===== config.mk =====
export PLATFORM = sky130hd
export DESIGN_NAME = mf_cfg_sequencer_flat
export DESIGN_NICKNAME = d
export VERILOG_FILES = /design/src/rtl/mf_cfg_sequencer_if.sv /design/src/rtl/mf_cfg_sequencer.sv /design/src/flat_wrapper.sv
export SDC_FILE = /design/constraint.sdc
export NUM_CORES = 1
export LEC_CHECK = 0
export BUFFER_PORTS_ARGS = -buffer_cell sky130_fd_sc_hd__buf_4
export CAP_MARGIN = 20
export CELL_PAD_IN_SITES_DETAIL_PLACEMENT = 0
export CELL_PAD_IN_SITES_GLOBAL_PLACEMENT = 2
export CORE_ASPECT_RATIO = 1.5
export CORE_UTILIZATION = 32
export DETAILED_ROUTE_END_ITERATION = 7
export GPL_TIMING_DRIVEN = 0
export PLACE_DENSITY_LB_ADDON = 0.1
export SETUP_SLACK_MARGIN = 0.3
export SLEW_MARGIN = 15
export SYNTH_ARGS = -nofsm -noshare
export SYNTH_HDL_FRONTEND = slang
export SYNTH_SLANG_ARGS = --single-unit

===== constraint.sdc =====
create_clock -name clk -period 3.5 [get_ports clk]
set_input_delay 0.175 -clock clk [delete_from_list [all_inputs] [get_ports clk]]
set_output_delay 0.175 -clock clk [all_outputs]
set_load 0.01 [all_outputs]

===== src/rtl/mf_cfg_sequencer_if.sv =====
// Bus bundle between the configuration host / receive chain and the match-filter sequencer.
// Handshake: a word moves on every rising clk edge where cfg_valid & cfg_ready are both 1.
interface mf_cfg_sequencer_if;
  logic [31:0] cfg_data;
  logic        cfg_valid;
  logic        cfg_ready;
  logic        rxstrobe_in;
  logic        rxstrobe_out;
  logic [31:0] cdata;
  logic [2:0]  cstate;
  logic        cwrite;
  logic        mf_valid;
  logic        mf_match;

  modport master (
    output cfg_data, cfg_valid, rxstrobe_in, mf_valid, mf_match,
    input  cfg_ready, rxstrobe_out, cdata, cstate, cwrite
  );

  modport slave (
    input  cfg_data, cfg_valid, rxstrobe_in, mf_valid, mf_match,
    output cfg_ready, rxstrobe_out, cdata, cstate, cwrite
  );
endinterface


===== src/rtl/mf_cfg_sequencer.sv =====
// Loads NUM_WORDS configuration words into the match filter once the receive strobe has
// been quiet long enough, gates strobes while configuring, and keeps result statistics.
module mf_cfg_sequencer #(
  parameter int NUM_WORDS    = 8,
  parameter int QUIET_CYCLES = 8,
  parameter int TIMEOUT      = 255
) (
  input  logic                clk,
  input  logic                reset,
  mf_cfg_sequencer_if.slave   bus,
  input  logic                count_clr,
  output logic                cfg_done,
  output logic                cfg_error,
  output logic                busy,
  output logic [15:0]         match_count,
  output logic [15:0]         result_count,
  output logic [7:0]          drop_count,
  output logic [1:0]          dbg_state_o
);
  localparam int QW = (QUIET_CYCLES < 2) ? 1 : $clog2(QUIET_CYCLES + 1);
  localparam int IW = (TIMEOUT < 2) ? 1 : $clog2(TIMEOUT + 1);
  localparam logic [2:0]    LAST_IDX    = 3'(NUM_WORDS - 1);
  localparam logic [QW-1:0] QUIET_LOAD  = QW'(QUIET_CYCLES);
  localparam logic [IW-1:0] TIMEOUT_VAL = IW'(TIMEOUT);

  typedef enum logic [1:0] {
    IDLE       = 2'd0,
    WAIT_QUIET = 2'd1,
    WRITE      = 2'd2,
    DONE       = 2'd3
  } state_e;

  state_e        state_q, state_d;
  logic [QW-1:0] quiet_q, quiet_d;
  logic [IW-1:0] idle_q, idle_d;
  logic [2:0]    idx_q, idx_d;
  logic [31:0]   cdata_q, cdata_d;
  logic [2:0]    cstate_q, cstate_d;
  logic          cwrite_q, cwrite_d;
  logic          cfg_error_q, cfg_error_d;
  logic [15:0]   match_q, match_d;
  logic [15:0]   result_q, result_d;
  logic [7:0]    drop_q, drop_d;
  logic          fwd, hs;

  // Strobes only reach the filter while it is idle and out of reset.
  assign fwd = bus.rxstrobe_in & reset & (state_q == IDLE);
  assign hs  = bus.cfg_valid & (state_q == WRITE);

  always_comb begin
    state_d     = state_q;
    idx_d       = idx_q;
    idle_d      = '0;
    cdata_d     = cdata_q;
    cstate_d    = cstate_q;
    cwrite_d    = 1'b0;
    cfg_error_d = 1'b0;
    quiet_d     = fwd ? QUIET_LOAD : ((quiet_q != '0) ? quiet_q - QW'(1) : '0);

    case (state_q)
      IDLE:       if (bus.cfg_valid) state_d = WAIT_QUIET;
      // Enter WRITE in the cycle the quiet counter lands on zero.
      WAIT_QUIET: if (quiet_d == '0) state_d = WRITE;
      WRITE: begin
        if (hs) begin
          cwrite_d = 1'b1;
          cdata_d  = bus.cfg_data;
          cstate_d = idx_q;
          if (idx_q == LAST_IDX) begin
            idx_d   = '0;
            state_d = DONE;
          end else begin
            idx_d = idx_q + 3'd1;
          end
        end else if (idle_q + IW'(1) == TIMEOUT_VAL) begin
          cfg_error_d = 1'b1;
          idx_d       = '0;
          state_d     = IDLE;
        end else begin
          idle_d = idle_q + IW'(1);
        end
      end
      DONE:       state_d = IDLE;
      default:    state_d = IDLE;
    endcase

    match_d  = match_q;
    result_d = result_q;
    drop_d   = drop_q;
    if (count_clr) begin
      match_d  = '0;
      result_d = '0;
      drop_d   = '0;
    end else begin
      if (bus.mf_valid && result_q != 16'hFFFF) result_d = result_q + 16'd1;
      if (bus.mf_valid && bus.mf_match && match_q != 16'hFFFF) match_d = match_q + 16'd1;
      if (bus.rxstrobe_in && state_q != IDLE && drop_q != 8'hFF) drop_d = drop_q + 8'd1;
    end
  end

  always_ff @(posedge clk) begin
    if (!reset) begin
      state_q     <= IDLE;
      quiet_q     <= '0;
      idle_q      <= '0;
      idx_q       <= '0;
      cdata_q     <= '0;
      cstate_q    <= '0;
      cwrite_q    <= 1'b0;
      cfg_error_q <= 1'b0;
      match_q     <= '0;
      result_q    <= '0;
      drop_q      <= '0;
    end else begin
      state_q     <= state_d;
      quiet_q     <= quiet_d;
      idle_q      <= idle_d;
      idx_q       <= idx_d;
      cdata_q     <= cdata_d;
      cstate_q    <= cstate_d;
      cwrite_q    <= cwrite_d;
      cfg_error_q <= cfg_error_d;
      match_q     <= match_d;
      result_q    <= result_d;
      drop_q      <= drop_d;
    end
  end

  assign bus.cfg_ready    = (state_q == WRITE);
  assign bus.rxstrobe_out = fwd;
  assign bus.cdata        = cdata_q;
  assign bus.cstate       = cstate_q;
  assign bus.cwrite       = cwrite_q;
  assign cfg_done         = (state_q == DONE);
  assign cfg_error        = cfg_error_q;
  assign busy             = (state_q != IDLE);
  assign match_count      = match_q;
  assign result_count     = result_q;
  assign drop_count       = drop_q;
  assign dbg_state_o      = state_q;
endmodule


===== src/flat_wrapper.sv =====
// flat-port wrapper written by rule: the top's interface ports become plain ports
module mf_cfg_sequencer_flat 
#(
  parameter int NUM_WORDS    = 8,
  parameter int QUIET_CYCLES = 8,
  parameter int TIMEOUT      = 255
)
  (clk, reset, count_clr, cfg_done, cfg_error, busy, match_count, result_count, drop_count, dbg_state_o, bus_cfg_data, bus_cfg_valid, bus_rxstrobe_in, bus_mf_valid, bus_mf_match, bus_cfg_ready, bus_rxstrobe_out, bus_cdata, bus_cstate, bus_cwrite);
  mf_cfg_sequencer_if bus_i ();
  input  logic clk;
  input  logic reset;
  input  logic count_clr;
  output logic cfg_done;
  output logic cfg_error;
  output logic busy;
  output logic [15:0] match_count;
  output logic [15:0] result_count;
  output logic [7:0] drop_count;
  output logic [1:0] dbg_state_o;
  input wire logic [$bits(bus_i.cfg_data)-1:0] bus_cfg_data;
  input wire logic [$bits(bus_i.cfg_valid)-1:0] bus_cfg_valid;
  input wire logic [$bits(bus_i.rxstrobe_in)-1:0] bus_rxstrobe_in;
  input wire logic [$bits(bus_i.mf_valid)-1:0] bus_mf_valid;
  input wire logic [$bits(bus_i.mf_match)-1:0] bus_mf_match;
  output wire logic [$bits(bus_i.cfg_ready)-1:0] bus_cfg_ready;
  output wire logic [$bits(bus_i.rxstrobe_out)-1:0] bus_rxstrobe_out;
  output wire logic [$bits(bus_i.cdata)-1:0] bus_cdata;
  output wire logic [$bits(bus_i.cstate)-1:0] bus_cstate;
  output wire logic [$bits(bus_i.cwrite)-1:0] bus_cwrite;
  assign bus_i.cfg_data = bus_cfg_data;
  assign bus_i.cfg_valid = bus_cfg_valid;
  assign bus_i.rxstrobe_in = bus_rxstrobe_in;
  assign bus_i.mf_valid = bus_mf_valid;
  assign bus_i.mf_match = bus_mf_match;
  assign bus_cfg_ready = bus_i.cfg_ready;
  assign bus_rxstrobe_out = bus_i.rxstrobe_out;
  assign bus_cdata = bus_i.cdata;
  assign bus_cstate = bus_i.cstate;
  assign bus_cwrite = bus_i.cwrite;
  mf_cfg_sequencer #(.NUM_WORDS(NUM_WORDS), .QUIET_CYCLES(QUIET_CYCLES), .TIMEOUT(TIMEOUT)) u_core (.clk(clk), .reset(reset), .bus(bus_i), .count_clr(count_clr), .cfg_done(cfg_done), .cfg_error(cfg_error), .busy(busy), .match_count(match_count), .result_count(result_count), .drop_count(drop_count), .dbg_state_o(dbg_state_o));
endmodule

; Word-level counts from Yosys, hierarchy flattened
; Index checks and enable logic that the tools add are counted.
[classes]
n_mul = 0
n_shift = 0
n_lt_le_gt_ge = 0
n_reduce_logical = 17
eq_ne = 12
muxes = 13
n_addsub = 6
div = 0
n_bitwise = 5
[ops]
columns = cell, count
row1 = $add 16x1->16 const B, 2
row2 = $ne 16x16->1 const B, 2
row3 = $add 8x1->8 const B, 2
row4 = $mux 2, 5
row5 = $mux 3, 3
row6 = $eq 8x8->1 const B, 1
row7 = $mux 4, 2
row8 = $ne 8x8->1 const B, 1
row9 = $pmux 2 s4, 1
row10 = $reduce_and 2->1, 3
row11 = $logic_and 1x1->1, 5
row12 = $eq 2x2->1 const B, 2
row13 = $logic_not 4->1, 1
row14 = $reduce_and 4->1, 1
row15 = $reduce_bool 2->1, 2
row16 = $reduce_bool 4->1, 1
row17 = $reduce_or 4->1, 1
row18 = $sub 4x1->4 const B, 1
row19 = $add 3x1->3 const B, 1
row20 = $and 1x1->1, 3
row21 = $eq 3x3->1 const B, 1
row22 = $ne 3x1->1 const B, 1
row23 = $ne 3x3->1 const B, 1
row24 = $reduce_or 3->1, 1
row25 = 7 further kinds, 9
[word_totals]
output_inout_bits = 83
rom_bits = 0
latch_bits = 0
elab_cells = 64
reg_bits = 94
ramBits = 0
n_memories = 0

; Longest topological paths before layout
[depth]
word_depth = 6
ltp_mapped = 8
mapped_depth_nobuf = 7

; Worst setup path before layout
; Ideal clock, no wire load.
[synth_timing]
path_kind = register to register
from = register u_core.idle_q[0]
to = register u_core.idx_q[2]
synth_period_minus_slack_ns = 1.869
arrival_ns = 1.739
path_slack_ns = 1.631
path_stages_with_launch = 9
path_cell_list = dfxtp_1 -> ha_1 -> buf_4 -> nand3_1 -> or3b_1 -> o211ai_1 -> and4b_4 -> buf_6 -> o22ai_2
[synth_between]
elab_chain_len = 4
[synth_rtl]
columns = element, line
row1 = "start, declared", mf_cfg_sequencer.sv:35  ; logic [IW-1:0] idle_q, idle_d;
row2 = "start signal, assigned", mf_cfg_sequencer.sv:117  ; idle_q <= idle_d;
row3 = $add 8x1->8, mf_cfg_sequencer.sv:75  ; end else if (idle_q + IW'(1) == TIMEOUT_VAL) begin
row4 = $eq 8x8->1, mf_cfg_sequencer.sv:75
row5 = $reduce_bool 2->1 (no source line), n/a
row6 = $reduce_and 2->1 (no source line), n/a
row7 = "end signal, assigned", mf_cfg_sequencer.sv:118  ; idx_q <= idx_d;
row8 = "end, declared", mf_cfg_sequencer.sv:36  ; logic [2:0] idx_q, idx_d;
; Every way passes these cells.
; A chain may end at the register's enable or synchronous reset.

; Worst setup path after layout
; Same ends and word-level chain as after synthesis.

==> summary.md <==
| Metric | Value |
|---|---|
| Run status | finished clean |
| Net Sw Power | 739 µW |
| Skew final | 0.00744 ns |
| Post-CTS Hold Buffers | 0 |
| Setup violations, final | 0 |
| Distinct cells, synth | 50 |
| # rows | 50 |
| Core Area | roughly 13000 µm² |
| Nets | 670 |
| Vias | 3780 |
| R2R Path End | u_core.idx_q[2] |
| Grt ovf | 0 |
| Minimum clock period after layout | a little over 2 ns |
| Clk pwr share | 0.382 |
| GR Util All Layers | 0.162 |
| Leading post-synthesis cells by cell area | dfxtp_1, nand2_1, a21oi_1 |
| Largest net degree at the start of global routing | 16 |
| FF-to-FF Start | u_core.idle_q[0] |
| Met1 Use GR | 0.183 |
| Wire per inst | roughly 14 µm |
| Commonest cells in the netlist | dfxtp_1, nand2_1, nor2_1, a21oi_1, xor2_1 |
| Max Root-Sink Buffers | 2 |
| Peak supply drop | 0.000212 V |
| Instance count of the mapped netlist | ~500 |
| Post-synth top area share | 0.454 |
| GR Util met3 | 0.0364 |
| Maxcap violations | 0 |
| Share of cells above drive strength 1 | 0.263 |
| Max H-tree Level | 3 |
| Pwr Density | about 490 nW/µm² |
| Top fanout value on the critical path | 10 |
| Worst hold path endpoint | u_core.bus.cdata[22] |
| Die Y-Extent | about 140 µm |
| Hold path startpoint | bus_cfg_data[22] |
| Internal Power | 1980 µW |
| Root Buffer | clkbuf_16 |
| Starting Density | 0.330 |
| Fill cell count | roughly 1.3k |
| Via density | about 4.8 |
| Worst reg-to-reg setup slack | roughly 1.4 ns |
| Mapped Area | between 4000 and 5000 µm² |
| First-pass GRT wire length | 17.0 mm |
| Post-synth ARST share | 0 |
| Final Cycle Share | 0.590 |
| GRT busiest layer | met2 |
| Routed Antenna Nets | 0 |
| Top Ports | 122 |
| Worst path slowest cell | dfxtp_1 |
| Sw frac | 0.272 |
| Ant diodes | 0 |
| Syn nets | ~540 |
| Clock-pin slew on the worst setup and hold paths | approximately 0.070 ns |
| Logic gate share of total power | 0.180 |
| DRC | 0 |
| Main synth FF type | dfxtp_1 |
| Sink Count | 94 |
| Bufs and invs on worst path | 2 |
| Post-synth EDFFs | 0 |
| CP Data Required Time | between 3 and 4 ns |
| Top Family by Delay on Critical Path | simple AND/OR/NAND/NOR gates |
| Clk Latency, worst-skew pair | 0.34 ns |
| CTS tree | yes |
| Hpwl dp | about 8.0 mm |
| Ys Warns | 0 |
| Sequential cell fraction of total power | 0.438 |
| Postcts setup bufs | 0 |
| Total power draw | 2720 µW |
| Resize count post-CTS | 0 |
| Worst Setup End Kind | register |
| M2 GR Usage | 0.285 |
| Final cell count without fillers | between 700 and 800 |
| Critical Path Start Type | register |
| Syn-to-layout area delta | 34.1% |
| Mapped Avg Cell Area | between 8 and 9 µm² |
| Die Wd | ~95 µm |
| WS Path Type | reg -> reg |
| CTS buffer count | 9 |
| Synth area leader | dfxtp_1 |
| # port buffers | 120 |
| Total length of routed wires | approximately 11 mm |
| Hold depth | 3 |
| Cell breakdown of the critical path | ha_1 -> buf_4 -> nand3_1 -> or3b_1 -> o211ai_1 -> and4b_4 -> buf_6 -> o22ai_2 |
| Hold Crit Class | in -> reg |
| Die area | approximately 13000 µm² |
| Seq cells post-synth | 94 |
| DR iter-0 viols | a little under 90 |
| Leakage | roughly 0.0022 µW |
| Post-synthesis sequential area ratio | 0.454 |
| Achievable Freq | around 0.48 GHz |
| Worst-Margin Slew | approximately 0.52 ns |
| Slew Limit Fails | 0 |
| Arrival @ worst endpoint | 2.28 ns |
| Placed instance count | 767 |
| RSZ-0062 raised after global routing | no |
| Cell depth of the worst flop-to-flop path | 8 |
| GPL Wtd Cong | around 0.74 |
| Vias in the first global route | ~3.5k |
| Rel. slew slack | 0.653 |
| DRT Pass-1 Iters | 4 |
| Worst stage delay on the critical path | approximately 0.44 ns |
| Fin. Hold Viols | 0 |
| Antenna violations before repair | 0 |
| Setup_tns | 0 ns |
-- cell type report --
type,instances,area [µm²],share of cell area
buffer,25,125,0.0225
clock buffer,10,229,0.0412
clock inverter,6,86.3,0.0155
inverter,9,33.8,0.00608
multi-input combinational,363,2100,0.379
sequential,94,1880,0.339
tap,156,195,0.0351
timing repair buffer,120,901,0.162
-- state kept, by name (all words and copies together) (netlist names) --
signal               count
u_core.quiet_q           4
u_core.bus.cstate        3
u_core.cfg_error         1
u_core.drop_count        8
u_core.idx_q             3
u_core.dbg_state_o       2
u_core.result_count     16
u_core.idle_q            8
u_core.bus.cwrite        1
u_core.bus.cdata        32
u_core.match_count      16
-- how the worst max path moves through the flow --
| stage | start | end | cells past startpoint |
|---|---|---|---|
| finish | u_core.idle_q[0] | u_core.idx_q[2] | 8 |
| global route | u_core.idle_q[0] | u_core.idx_q[0] | 8 |
| CTS | u_core.idle_q[0] | u_core.idx_q[0] | 8 |
| detailed placement | u_core.idle_q[0] | u_core.idx_q[0] | 8 |
| global placement | u_core.idle_q[0] | u_core.idx_q[2] | 8 |
| floorplan | u_core.idle_q[0] | u_core.idx_q[2] | 8 |
-- power groups by stage --
stage	registers, µW	clock network [µW]	logic, µW
floorplan	1230	0	284
global placement	1220	0	492
detailed placement	1220	0	500
CTS	1190	1070	502
global route	1200	1110	557
finish	1190	1040	489
-- worst min-delay path: stages --
cell,delay (ns)
buf_4,0.11
nand2_1,0.04
a21oi_1,0.05
-- stage by stage --
step | setup WS (ns) | hold WS (ns) | instance area, µm² | utilization
detailed placement | 1.43 | 0.431 | 5240 | 0.417
CTS | 1.41 | 0.0651 | 5560 | 0.442
finish | 1.43 | 0.0738 | 5560 | 0.442
floorplan | 1.63 | 0.311 | 4140 | -
global route | 1.27 | 0.0729 | 5560 | 0.442
global placement | 1.42 | 0.425 | 5240 | 0.417
-- cells by family (layout without fill, tap and decap cells) --
| group | Yosys count | in the layout | share of synthesized area |
|---|---|---|---|
| simple gates | 231 | 231 | 0.277 |
| flops | 94 | 94 | 0.454 |
| compound gates | 84 | 84 | 0.121 |
| xor+xnor | 37 | 37 | 0.0782 |
| buf+inv | 34 | 170 | 0.0383 |
| fa+ha+maj | 9 | 9 | 0.0272 |
| mux | 2 | 2 | 0.00483 |
-- cell usage in the layout (no fill, tap or decap), types with 2 or more instances in the layout --
cell       netlist  final
dfxtp_1         94     94
o21ai_1          2      2
o21ai_0         12     12
nand2_1         94     94
clkbuf_16        0      9
nor3_2           7      7
nand3_1         18     18
clkinv_2         0      2
and3_1           4      4
and4_1           9      9
bufinv_16        0      2
clkbuf_1        10     11
mux2i_1          2      2
buf_4            3    123
o22ai_1          3      3
inv_1            7      7
xnor2_1         12     12
o211ai_1         5      5
nor2_1          49     49
and2_1           8      8
buf_2           10     10
nand4_2          2      2
nand4_1         13     13
nor3_1           8      8
nand2b_1         3      3
a211oi_1         3      3
inv_2            2      2
ha_1             9      9
xor2_1          25     25
or3_1            6      6
a21oi_1         48     48
a21boi_0         2      2
-- metal layers --
metal | part of all wire | vias to the layer above | wire length (µm)
met5 | 0 | - | 0
met4 | 0.022 | 0 | 231
met3 | 0.048 | 15 | 513
met2 | 0.52 | 82 | 5500
met1 | 0.41 | 1726 | 4400
li1 | - | 1957 | -
Note: power is estimated with default switching activity, not from simulation.
